### src/rtl/fwd_pla.sv
`default_nettype none
// ============================================================================
// Module   : fwd_pla
// Purpose  : Registered operand-forwarding decoder for the 5-stage pipeline
//            control unit. The decode-stage source fields (asel, bsel) are
//            compared against the destinations one stage ahead (csel1, EX)
//            and two stages ahead (csel2, MEM). The result is the registered
//            2-bit bypass select for the A-operand, B-operand and store-data
//            multiplexers in the execute stage.
//
//            Select codes: 00 = register file, 01 = stage-1 result,
//                          10 = stage-2 result, 11 = immediate (bf only).
//
// Build    : FWD_STAGE2_EN  defined   -> stage-2 (csel2) forwarding enabled.
//                           undefined -> only stage-1 forwarding. csel2 is
//                                        ignored and the caller stalls for
//                                        stage-2 hazards.
//
// Ports    : clk       in   clock, rising edge
//            clr       in   asynchronous active-high reset, clears outputs
//            hold      in   pipeline stall, 1 = keep outputs unchanged
//            asel      in   [RW] rs field in decode
//            bsel      in   [RW] rt field in decode
//            csel1     in   [RW] EX-stage destination, 0 = no write
//            csel2     in   [RW] MEM-stage destination, 0 = no write
//            imm       in   decode instruction uses an immediate B operand
//            af1/af0   out  A-operand bypass select
//            bf1/bf0   out  B-operand bypass select
//            df1/df0   out  store-data bypass select
//
// Revision : 1.0  initial release
// ============================================================================
module fwd_pla #(
    parameter int RW = 5
) (
    input  logic          clk,
    input  logic          clr,
    input  logic          hold,
    input  logic [RW-1:0] asel,
    input  logic [RW-1:0] bsel,
    input  logic [RW-1:0] csel1,
    input  logic [RW-1:0] csel2,
    input  logic          imm,
    output logic          af1,
    output logic          af0,
    output logic          bf1,
    output logic          bf0,
    output logic          df1,
    output logic          df0
);

    localparam logic [1:0] C_SEL_RF   = 2'b00;
    localparam logic [1:0] C_SEL_ST1  = 2'b01;
    localparam logic [1:0] C_SEL_ST2  = 2'b10;
    localparam logic [1:0] C_SEL_IMM  = 2'b11;
    localparam logic [RW-1:0] C_REG0  = '0;

    // ------------------------------------------------------------------
    // Per-source match terms. A csel of zero means "no write", so a zero
    // destination can never produce a hit, which also keeps register 0
    // from ever forwarding.
    // ------------------------------------------------------------------
    logic w_a_hit1;
    logic w_a_hit2;
    logic w_b_hit1;
    logic w_b_hit2;

    assign w_a_hit1 = (asel == csel1) && (csel1 != C_REG0);
    assign w_b_hit1 = (bsel == csel1) && (csel1 != C_REG0);

`ifdef FWD_STAGE2_EN
    assign w_a_hit2 = (asel == csel2) && (csel2 != C_REG0);
    assign w_b_hit2 = (bsel == csel2) && (csel2 != C_REG0);
`else
    // Stage-2 forwarding is compiled out; csel2 is intentionally ignored.
    logic w_unused_csel2;
    assign w_unused_csel2 = ^csel2;
    assign w_a_hit2 = 1'b0;
    assign w_b_hit2 = 1'b0;
`endif

    // Stage 1 holds the younger result, so it wins when both stages match.
    logic [1:0] w_a_fwd;
    logic [1:0] w_b_fwd;

    always_comb begin
        w_a_fwd = C_SEL_RF;
        if (w_a_hit1) begin
            w_a_fwd = C_SEL_ST1;
        end else if (w_a_hit2) begin
            w_a_fwd = C_SEL_ST2;
        end
    end

    always_comb begin
        w_b_fwd = C_SEL_RF;
        if (w_b_hit1) begin
            w_b_fwd = C_SEL_ST1;
        end else if (w_b_hit2) begin
            w_b_fwd = C_SEL_ST2;
        end
    end

    // ------------------------------------------------------------------
    // Next-state selects. With an immediate B operand the rt field is
    // store data (or an ignored destination), so its forwarding decision
    // moves to the D path and B picks the immediate.
    // ------------------------------------------------------------------
    logic [1:0] af_d;
    logic [1:0] bf_d;
    logic [1:0] df_d;
    logic [1:0] af_q;
    logic [1:0] bf_q;
    logic [1:0] df_q;

    always_comb begin
        af_d = af_q;
        bf_d = bf_q;
        df_d = df_q;
        if (!hold) begin
            af_d = w_a_fwd;
            if (imm) begin
                bf_d = C_SEL_IMM;
                df_d = w_b_fwd;
            end else begin
                bf_d = w_b_fwd;
                df_d = C_SEL_RF;
            end
        end
    end

    // clr is asynchronous and dominates hold.
    always_ff @(posedge clk or posedge clr) begin
        if (clr) begin
            af_q <= C_SEL_RF;
            bf_q <= C_SEL_RF;
            df_q <= C_SEL_RF;
        end else begin
            af_q <= af_d;
            bf_q <= bf_d;
            df_q <= df_d;
        end
    end

    assign af1 = af_q[1];
    assign af0 = af_q[0];
    assign bf1 = bf_q[1];
    assign bf0 = bf_q[0];
    assign df1 = df_q[1];
    assign df0 = df_q[0];

endmodule
`default_nettype wire

### config.mk
export PLATFORM = sky130hd
export DESIGN_NAME = fwd_pla
export DESIGN_NICKNAME = d
export VERILOG_FILES = /design/src/rtl/fwd_pla.sv
export SDC_FILE = /design/constraint.sdc
export NUM_CORES = 1
export LEC_CHECK = 0
export ABC_AREA = 1
export ABC_CLOCK_PERIOD_IN_PS = 2200
export BUFFER_PORTS_ARGS = -buffer_cell sky130_fd_sc_hd__buf_4
export CORE_AREA = 2 2 39 41
export CTS_CLUSTER_DIAMETER = 120
export DETAILED_ROUTE_END_ITERATION = 16
export DIE_AREA = 0 0 41 43
export GPL_TIMING_DRIVEN = 0
export HOLD_SLACK_MARGIN = 0.03
export PLACE_DENSITY_LB_ADDON = 0.15
export SETUP_SLACK_MARGIN = 0.02
export SLEW_MARGIN = 30
export SYNTH_ARGS = -nofsm -noshare
export SYNTH_HDL_FRONTEND = slang
export SYNTH_SLANG_ARGS = --single-unit
### constraint.sdc
create_clock -name clk -period 2.2 [get_ports clk]
set_clock_uncertainty 0.15 [all_clocks]
set_input_delay 0 -clock clk [delete_from_list [all_inputs] [get_ports clk]]
set_output_delay 0 -clock clk [all_outputs]
set_load 0.005 [all_outputs]
# Word level (Yosys, flattened, before mapping)
# Index checks and enable logic that the tools add are counted.
# op_classes
n_eq_ne	2
reduce_logical	3
muxes	4
# op_table
op	count
5-bit == test	2
5-bit nonzero test	1
2-bit two-way mux	2
1-bit logical AND	2
1-bit two-way mux	2
# word_totals
input_bits	24
wordCells	12
regBits	6
out_inout_bits	6

# Longest topological paths before layout
# Gate-level depths: netlist of run 1.
# logic_depth
ltp_word	4
depth_mapped	7
mapped_depth_nobuf	7

# Worst setup path after synthesis of run 1
# No wires, ideal clock.
# synth_timing
path_kind	flip-flop to flip-flop
from	register, netlist name bf_q[0]
to	register bf_q[0]
path_slack_ps	1378
path_buffers	0
required_time_ps	1931
path_stages_with_launch	3
t_arrival_ps	553
synth_period_minus_slack_ps	822
setup_ps	119
path_cell_list	dfrtp_1 > a21oi_1 > nand2_1
# synth_lines
element	line_no	source
end signal: assignment	136	bf_q <= C_SEL_RF;
end signal: assignment	140	bf_q <= bf_d;
end: declaration	113	logic [1:0] bf_q;

==> impl_metrics.env, run 1 <==
export IMPL_setup_tns_ns=0
export IMPL_cap_violations=0
export IMPL_gp_congestion=0.683
export IMPL_wirelength_microns=928
export IMPL_cts_sinks=4
export IMPL_track_usage=0.142
export IMPL_grt_pass1_vias=412
export IMPL_slew_viol_final=0
export IMPL_yosys_top_cells_count="nand2_1 (18), inv_1 (9), xnor2_1 (6)"
export IMPL_postSynthCellCount=56
export IMPL_htreeDepth=1
export IMPL_synth_area_sq_um=349
export IMPL_dp_hpwl_microns=725
export IMPL_synthAdderAreaFrac=0
export IMPL_cp_end_kind="flip-flop"
export IMPL_coreArea_sq_um=1380
export IMPL_crit_fanout=6
export IMPL_die_h_microns=43
export IMPL_final_cell_area_sq_um=671
export IMPL_wl_per_cell_microns=8.51
export IMPL_dr_pass1_iters=4
export IMPL_synthMuxAreaShare=0
export IMPL_cts_buffers=3
export IMPL_avgViaCountPerCell=3.92
export IMPL_rows=14
export IMPL_grt_overflow_total=0
export IMPL_min_period_ns=1.99
export IMPL_fin_crit_sh=0.907
export IMPL_synth_area_leaders="dfrtp_1 (29%), nand2_1 (19%), xnor2_1 (15%)"
export IMPL_async_flop_share=1.00
export IMPL_status="finished clean"
export IMPL_synth_compound_area_share=0.0287
export IMPL_crit_reg2reg_capture="bf_q[1]$_DFFE_PP0N_"
export IMPL_rrSetupSlack_ns=0.87
export IMPL_cp_startpoint="hold"
export IMPL_synth_area_leader_cell="dfrtp_1"
export IMPL_ant_nets=0
export IMPL_cp_arrival_ns=1.95
export IMPL_die_width_microns=41
export IMPL_drive_above_1_share=0.301
export IMPL_cts_root_buf="clkbuf_4"
export IMPL_cts_max_path_buffers=2
export IMPL_synth_top_area_share=0.287
export IMPL_leakagePower_nw=0.383
export IMPL_vdd_ir_drop_max_v=0.000156
export IMPL_synth_top_family_by_area="simple AND/OR/NAND/NOR gates"
export IMPL_syn_avg_cell_area_sq_um=6.23
export IMPL_busiest_layer="met2"
export IMPL_synth_xor_area_frac=0.151
export IMPL_rr_startpoint="bf_q[1]$_DFFE_PP0N_"
export IMPL_max_freq_mhz=501
export IMPL_worst_setup_path_type="in2reg"
export IMPL_drt_iter0_drc=6
export IMPL_antenna_cells=0
export IMPL_setup_viol=0
export IMPL_area_growth_pct=92.1
export IMPL_initial_core_util=0.252
export IMPL_worstPathRequired_ns=2.15
export IMPL_cts_tree="yes"
export IMPL_startpoint_type="input port"
export IMPL_yosysUniqueCellTypes=11
export IMPL_place_area_sq_um=538
export IMPL_synth_simple_gate_area_share=0.373
export IMPL_powerDensity_nw_per_um2=397
export IMPL_reg2reg_depth=3
export IMPL_clock_latency_ns=0.23
export IMPL_hold_violations=0
export IMPL_finalWorstSetupSlack_ns=0.205
export IMPL_portBuffers=22
export IMPL_ys_seq_area_frac=0.287
export IMPL_via_count=427
export IMPL_io_pins=30
export IMPL_place_ws_ns=1.32
export IMPL_grt_use_met2=0.213
export IMPL_synth_most_common_cell="nand2_1"
export IMPL_p_total_mw=0.266
export IMPL_grt_setup_unrepaired="no"
export IMPL_drc=0
export IMPL_met1_usage=0.150
export IMPL_crit_end="bf_q[1]$_DFFE_PP0N_"
export IMPL_synth_edf_count=0
export IMPL_final_nets=119
export IMPL_synth_seq_cells=4
export IMPL_design_die_area_sq_um=1760
export IMPL_met3_usage=0.0471
export IMPL_synthFlopType="dfrtp_1"
export IMPL_path_clk_slew_ns=0.04
export IMPL_grt_pass1_wl_mm=1.61
export IMPL_utilization=0.485
export IMPL_grt_max_degree=7
export IMPL_cts_resized=0
export IMPL_hold_class="in2reg"
export IMPL_antenna_found_initial=0
export IMPL_yosys_warnings=0
export IMPL_cts_setup_buffers=0
[cells in the final DEF (no fill, tap or decap), drive strengths merged]
master and count:
buf 24, nand2 18, dlygate4sd3 11, inv 10, xnor2 6, nand3 5, nor2 5, dfrtp 4
or2 3, clkbuf 3, a21oi 2, conb 2
[state kept, by name, summed over array words and instances, names as in the netlist]
signal,cells
af_q,1
bf_q,2
df_q,1
[through the flow]
| step | hold WS, ns | std cells |
|---|---|---|
| 3_5_place_dp | -0.256 | 95 |
| 5_1_grt | 0.0839 | 109 |
| 3_3_place_gp | -0.248 | 95 |
| 2_1_floorplan | -0.384 | 57 |
| 6_report | 0.0485 | 109 |
| 4_1_cts | 0.0529 | 109 |
[logic make-up (layout without fill, tap and decap cells)]
group                     Yosys count  after routing
and+or+nand+nor                    31             31
buffers and inverters              12             48
other                               1              2
xor gates and xnor gates            6              6
DFF                                 4              4
AOI/OAI and AO/OA                   2              2
[critical path, cell delays in order]
cell and delay, ns:
dlygate4sd3_1 0.53, buf_4 0.14, inv_1 0.06, nand2_1 0.07, dlygate4sd3_1 0.55, nand2_1 0.05, dlygate4sd3_1 0.56
[metal layers]
| metal | vias to the layer above | wire [microns] | share of wire |
|---|---|---|---|
| met2 | 11 | 487 | 0.52 |
| met5 | - | 0 | 0 |
| met3 | 2 | 47 | 0.051 |
| met4 | 0 | 22 | 0.024 |
| met1 | 180 | 371 | 0.40 |
| li1 | 234 | - | - |
[final cells by class]
cell class | count | area (sq um)
multi-input cells | 41 | 200
flip-flops and latches | 4 | 100
well taps | 16 | 20.0
plain buffers | 2 | 15.0
clock buffers | 3 | 22.5
fillers | 148 | 713
repair buffers | 33 | 275
inverters | 10 | 37.5
[report_power, final]
group	internal [mW]	total, mW	leakage, nW	switching (mW)
Combinational	0.0602	0.0947	0.317	0.0345
Sequential	0.0786	0.0811	0.0520	0.00254
Clock	0.0610	0.0903	0.0138	0.0293
[how the worst min path moves through the flow]
stage	slack [ns]	end	start	cells past startpoint
after global routing	0.08	af_q[0]$_DFFE_PP0N_	clr	3
after floorplan	-0.38	af_q[0]$_DFFE_PP0N_	clr	1
after CTS	0.05	bf_q[0]$_DFFE_PP0N_	csel1[1]	6
after detailed placement	-0.26	af_q[0]$_DFFE_PP0N_	clr	2
after global placement	-0.25	df_q[0]$_DFFE_PP0N_	clr	2
final	0.05	bf_q[0]$_DFFE_PP0N_	csel1[1]	6
[repair_timing]
action                                 4_1_cts  5_1_grt
endpoints found under the hold margin        8        0
hold buffers                                11        0
setup endpoints to repair                    0        0
No activity file was read; power rests on OpenSTA's default activity.
==> inputs of run 2 (changes only) <==
Settings changed: ABC_CLOCK_PERIOD_IN_PS 2200 to 1750, CELL_PAD_IN_SITES_DETAIL_PLACEMENT set to 0, CELL_PAD_IN_SITES_GLOBAL_PLACEMENT set to 1, CORE_AREA 2 2 39 41 to unset, CORE_UTILIZATION set to 19, DIE_AREA 0 0 41 43 to unset, PLACE_DENSITY_LB_ADDON 0.15 to 0.1.
Clock period 2.2 ns to 1.75 ns, I/O delays scaled along.
==> run 2 against run 1 <==
Against the previous run:
- routed wire length fell by 1.2%
- sequential power grew 26%
- register-to-register slack got worse by 0.42 ns
- critical endpoint is now bf_q[0]$_DFFE_PP0N_
- highest routed layer is now met3
==> impl_metrics.env, run 2 (synthesized netlist as in run 1, its figures left out) <==
export IMPL_cts_root_buf="clkbuf_4"
export IMPL_ant_nets=0
export IMPL_finalWorstSetupSlack_ns=0.0949
export IMPL_critPathMaxStageDelay_ns=0.56
export IMPL_fin_hold_ws_ns=0.0159
export IMPL_grt_max_degree=7
export IMPL_met3_usage=0.0280
export IMPL_crit_fanout=2
export IMPL_cts_sinks=4
export IMPL_clock_latency_ns=0.22
export IMPL_max_freq_mhz=604
export IMPL_leakagePower_nw=0.391
export IMPL_setup_tns_ns=0
export IMPL_via_count=428
export IMPL_avgViaCountPerCell=3.60
export IMPL_cp_arrival_ns=1.67
export IMPL_critical_path_buf_inv_count=3
export IMPL_htreeDepth=1
export IMPL_startpoint_type="input port"
export IMPL_dr_pass1_iters=4
export IMPL_cp_top_family="buffers and inverters"
export IMPL_largest_reg_flops=2
export IMPL_path_clk_slew_ns=0.04
export IMPL_fin_crit_sh=0.946
export IMPL_antenna_cells=0
export IMPL_status="finished clean"
export IMPL_initial_core_util=0.202
export IMPL_grt_setup_unrepaired="no"
export IMPL_vdd_ir_drop_max_v=0.000322
export IMPL_cap_violations=0
export IMPL_drive_above_1_share=0.309
export IMPL_portBuffers=22
export IMPL_wirelength_microns=917
export IMPL_largest_registers="bf_q: 2 flops, af_q: 1 flops, df_q: 1 flops"
export IMPL_place_ws_ns=0.840
export IMPL_min_period_ns=1.66
export IMPL_crit_cells=8
export IMPL_cts_tree="yes"
export IMPL_drc=0
export IMPL_final_cell_area_sq_um=694
export IMPL_critPathSlowestCell="dlygate4sd3_1"
export IMPL_final_common_cell="buf_4"
export IMPL_worst_setup_path_type="in2reg"
export IMPL_cp_end_kind="flip-flop"
export IMPL_grt_use_met2=0.194
export IMPL_top_register="bf_q"
export IMPL_place_area_sq_um=549
export IMPL_dp_hpwl_microns=720
export IMPL_final_cell_mix="buf_4 (24), nand2_1 (18), dlygate4sd3_1 (12)"
export IMPL_grt_pass1_wl_mm=1.58
export IMPL_drt_iter0_drc=12
export IMPL_design_die_area_sq_um=2010
export IMPL_io_pins=30
export IMPL_grt_overflow_total=0
export IMPL_hold_violations=0
export IMPL_busiest_layer="met2"
export IMPL_gp_congestion=0.677
export IMPL_p_total_mw=0.328
export IMPL_stdcell_count=119
export IMPL_worstPathRequired_ns=1.76
export IMPL_multi_input_area_sq_um=203
export IMPL_utilization=0.402
export IMPL_hold_class="in2reg"
export IMPL_setup_viol=0
export IMPL_antenna_found_initial=0
export IMPL_wl_per_cell_microns=7.71
export IMPL_cts_buffers=3
export IMPL_die_width_microns=44.9
export IMPL_met1_usage=0.120
export IMPL_slew_viol_final=0
export IMPL_grt_pass1_vias=443
export IMPL_rows=15
export IMPL_num_fill_cells=211
export IMPL_powerDensity_nw_per_um2=473
export IMPL_track_usage=0.112
export IMPL_seq_area_sq_um=100
export IMPL_final_nets=120
export IMPL_critical_path_cell_chain="dlygate4sd3_1 > buf_4 > xnor2_1 > nand2_1 > nor2_2 > dlygate4sd3_1 > nand3_1 > nand2_1"
export IMPL_die_h_microns=44.9
export IMPL_reg2reg_depth=3
export IMPL_hold_depth=6
export IMPL_area_growth_pct=98.9
export IMPL_cts_max_path_buffers=2
export IMPL_coreArea_sq_um=1730
export IMPL_place_inst=104
## run 2: worst register-to-register path: cells and delay by family (launching register included)
kind          cells  cell delay (ns)
buf+inv           1             0.55
flops             1             0.36
simple gates      2             0.11
## run 2: path summary, 6_finish.rpt
path | endpoint | startpoint | slack (ns)
worst max-delay path | bf_q[0]$_DFFE_PP0N_ | bsel[4] | 0.09
worst min-delay path | af_q[0]$_DFFE_PP0N_ | asel[3] | 0.02
worst max register to register | df_q[0]$_DFFE_PP0N_ | df_q[0]$_DFFE_PP0N_ | 0.45
worst min register to register | bf_q[1]$_DFFE_PP0N_ | bf_q[1]$_DFFE_PP0N_ | 0.32
max in group asynchronous | bf_q[1]$_DFFE_PP0N_ | clr | 1.24
min in group asynchronous | af_q[0]$_DFFE_PP0N_ | clr | 0.06
## run 2: layer usage
layer | routed length, microns | up-vias
met5 | 0 | -
met4 | 0 | 0
met3 | 69 | 0
met2 | 442 | 14
met1 | 405 | 177
li1 | - | 237
## run 2: timing repair
item | in CTS | in global routing
hold buffers | 13 | 0
resized for setup | 0 | 1
setup endpoints to repair | 0 | 3
hold endpoints to repair | 8 | 0
setup buffers | 0 | 0
## run 2: power breakdown
part	internal, mW	leakage, nW	switching [mW]
sequential	0.0988	0.0520	0.00299
combinational	0.0738	0.325	0.0436
clock	0.0763	0.0138	0.0327
total	0.249	0.391	0.0794
## run 2: final cells by class
class / count / share of cell area
multi-input combinational: 41 / 0.292
sequential: 4 / 0.144
timing repair buffer: 34 / 0.411
clock buffer: 3 / 0.0324
tap: 25 / 0.0450
inverter: 10 / 0.0541
buffer: 2 / 0.0216
==> inputs of run 3 (changes only) <==
Settings changed: SETUP_SLACK_MARGIN 0.02 to 0.2.
==> run 3 against run 2 <==
Against the previous run:
- hold slack better by 0.0068 ns
- cell area up 2.5%
- maximum frequency up 16%
- power up 0.78%
- setup slack better by 0.23 ns
==> impl_metrics.env, run 3 (synthesized netlist as in run 1, its figures left out) <==
export IMPL_status="finished clean"
export IMPL_crit_fanout=6
export IMPL_avgViaCountPerCell=3.59
export IMPL_largest_reg_flops=2
export IMPL_setup_tns_ns=0
export IMPL_area_growth_pct=104
export IMPL_cts_setup_buffers=0
export IMPL_final_cell_mix="buf_4 (24), nand2_1 (18), dlygate4sd3_1 (14)"
export IMPL_p_sw_frac=0.240
export IMPL_leakagePower_nw=0.394
export IMPL_cts_max_path_buffers=2
export IMPL_hold_violations=0
export IMPL_slew_viol_final=0
export IMPL_clock_latency_ns=0.22
export IMPL_cap_violations=0
export IMPL_powerDensity_nw_per_um2=465
export IMPL_coreArea_sq_um=1730
export IMPL_max_freq_mhz=703
export IMPL_top_register="bf_q"
export IMPL_antenna_cells=0
export IMPL_htreeDepth=1
export IMPL_track_usage=0.116
export IMPL_path_clk_slew_ns=0.04
export IMPL_die_h_microns=44.9
export IMPL_cts_sinks=4
export IMPL_critPathMaxStageDelay_ns=0.55
export IMPL_dp_hpwl_microns=720
export IMPL_dr_pass1_iters=4
export IMPL_power_frac_clock=0.328
export IMPL_share_comb_of_total_power=0.364
export IMPL_hold_buffers=14
export IMPL_drc=0
export IMPL_drt_iter0_drc=9
export IMPL_cts_buffers=3
export IMPL_io_pins=30
export IMPL_cts_root_buf="clkbuf_4"
export IMPL_worst_setup_path_type="in2reg"
export IMPL_critical_path_cell_chain="dlygate4sd3_1 > buf_4 > inv_1 > nand2_1 > dlygate4sd3_1 > nand2_1"
export IMPL_p_total_mw=0.331
export IMPL_wirelength_microns=973
export IMPL_min_period_ns=1.42
export IMPL_grt_pass1_wl_mm=1.62
export IMPL_startpoint_type="input port"
export IMPL_cp_arrival_ns=1.43
export IMPL_vdd_ir_drop_max_v=0.000321
export IMPL_hold_class="in2reg"
export IMPL_setup_viol=0
export IMPL_portBuffers=22
export IMPL_cp_end_kind="flip-flop"
export IMPL_cts_resized=0
export IMPL_final_nets=122
export IMPL_place_inst=104
export IMPL_grt_overflow_total=0
export IMPL_stdcell_count=121
export IMPL_grt_setup_unrepaired="no"
export IMPL_critPathSlowestCell="dlygate4sd3_1"
export IMPL_power_switching_mw=0.0795
export IMPL_cts_tree="yes"
export IMPL_grt_max_degree=7
export IMPL_final_common_cell="buf_4"
export IMPL_die_width_microns=44.9
export IMPL_rows=15
export IMPL_p_seq_frac=0.308
export IMPL_initial_core_util=0.202
export IMPL_largest_registers="bf_q: 2 flops, af_q: 1 flops, df_q: 1 flops"
export IMPL_antenna_found_initial=0
export IMPL_ant_nets=0
export IMPL_wl_per_cell_microns=8.04
export IMPL_fin_crit_sh=0.812
export IMPL_design_die_area_sq_um=2010
export IMPL_drive_above_1_share=0.292
export IMPL_intPower_mw=0.251
export IMPL_worstPathRequired_ns=1.76
export IMPL_via_count=434
export IMPL_grt_pass1_vias=459
export IMPL_gp_congestion=0.677
[run 3: critical path: cells and delay by family]
family,cells,cell delay [ns]
buf+inv,4,1.32
simple gates,2,0.12
[run 3: layout make-up]
type	count	area, sq um
Timing Repair Buffer	36	305
Inverter	10	37.5
Buffer	2	15.0
Sequential cell	4	100
Fill cell	207	1010
Clock buffer	3	22.5
Multi-Input combinational cell	41	200
Tap cell	25	31.3
[run 3: per-layer routing]
layer  track usage  up-vias  part of all wire
li1              -      242                 -
met1         0.115      178              0.42
met2         0.215       14              0.52
met3        0.0280        0             0.064
met4        0.0727        0                 0
met5             0        -                 0
[run 3: through the flow]
stage / utilization / hold slack [ns] / setup slack [ns] / cell area (sq um)
floorplan: - / -0.384 / 0.928 / 353
global placement: 0.318 / -0.255 / 0.847 / 549
detailed placement: 0.318 / -0.254 / 0.840 / 549
CTS: 0.412 / 0.0358 / 0.338 / 712
global route: 0.412 / 0.0792 / 0.250 / 712
finish: 0.412 / 0.0226 / 0.328 / 712
[run 3: worst paths after layout]
check | from | cells after the start | end | slack [ns]
setup / recovery | hold | 6 | bf_q[1]$_DFFE_PP0N_ | 0.33
hold / removal | bsel[1] | 6 | df_q[0]$_DFFE_PP0N_ | 0.02
setup reg to reg | bf_q[0]$_DFFE_PP0N_ | 2 | bf_q[0]$_DFFE_PP0N_ | 0.90
hold reg to reg | bf_q[1]$_DFFE_PP0N_ | 2 | bf_q[1]$_DFFE_PP0N_ | 0.32
max in group asynchronous | clr | 3 | bf_q[1]$_DFFE_PP0N_ | 1.24
min in group asynchronous | clr | 3 | af_q[0]$_DFFE_PP0N_ | 0.06
[run 3: power groups by stage]
stage               sequential, mW  clock, mW  combinational [mW]
finish                       0.102      0.109               0.120
global route                 0.102      0.118               0.136
CTS                          0.102      0.115               0.122
detailed placement           0.103          0              0.0969
global placement             0.103          0              0.0971
floorplan                    0.103          0              0.0422
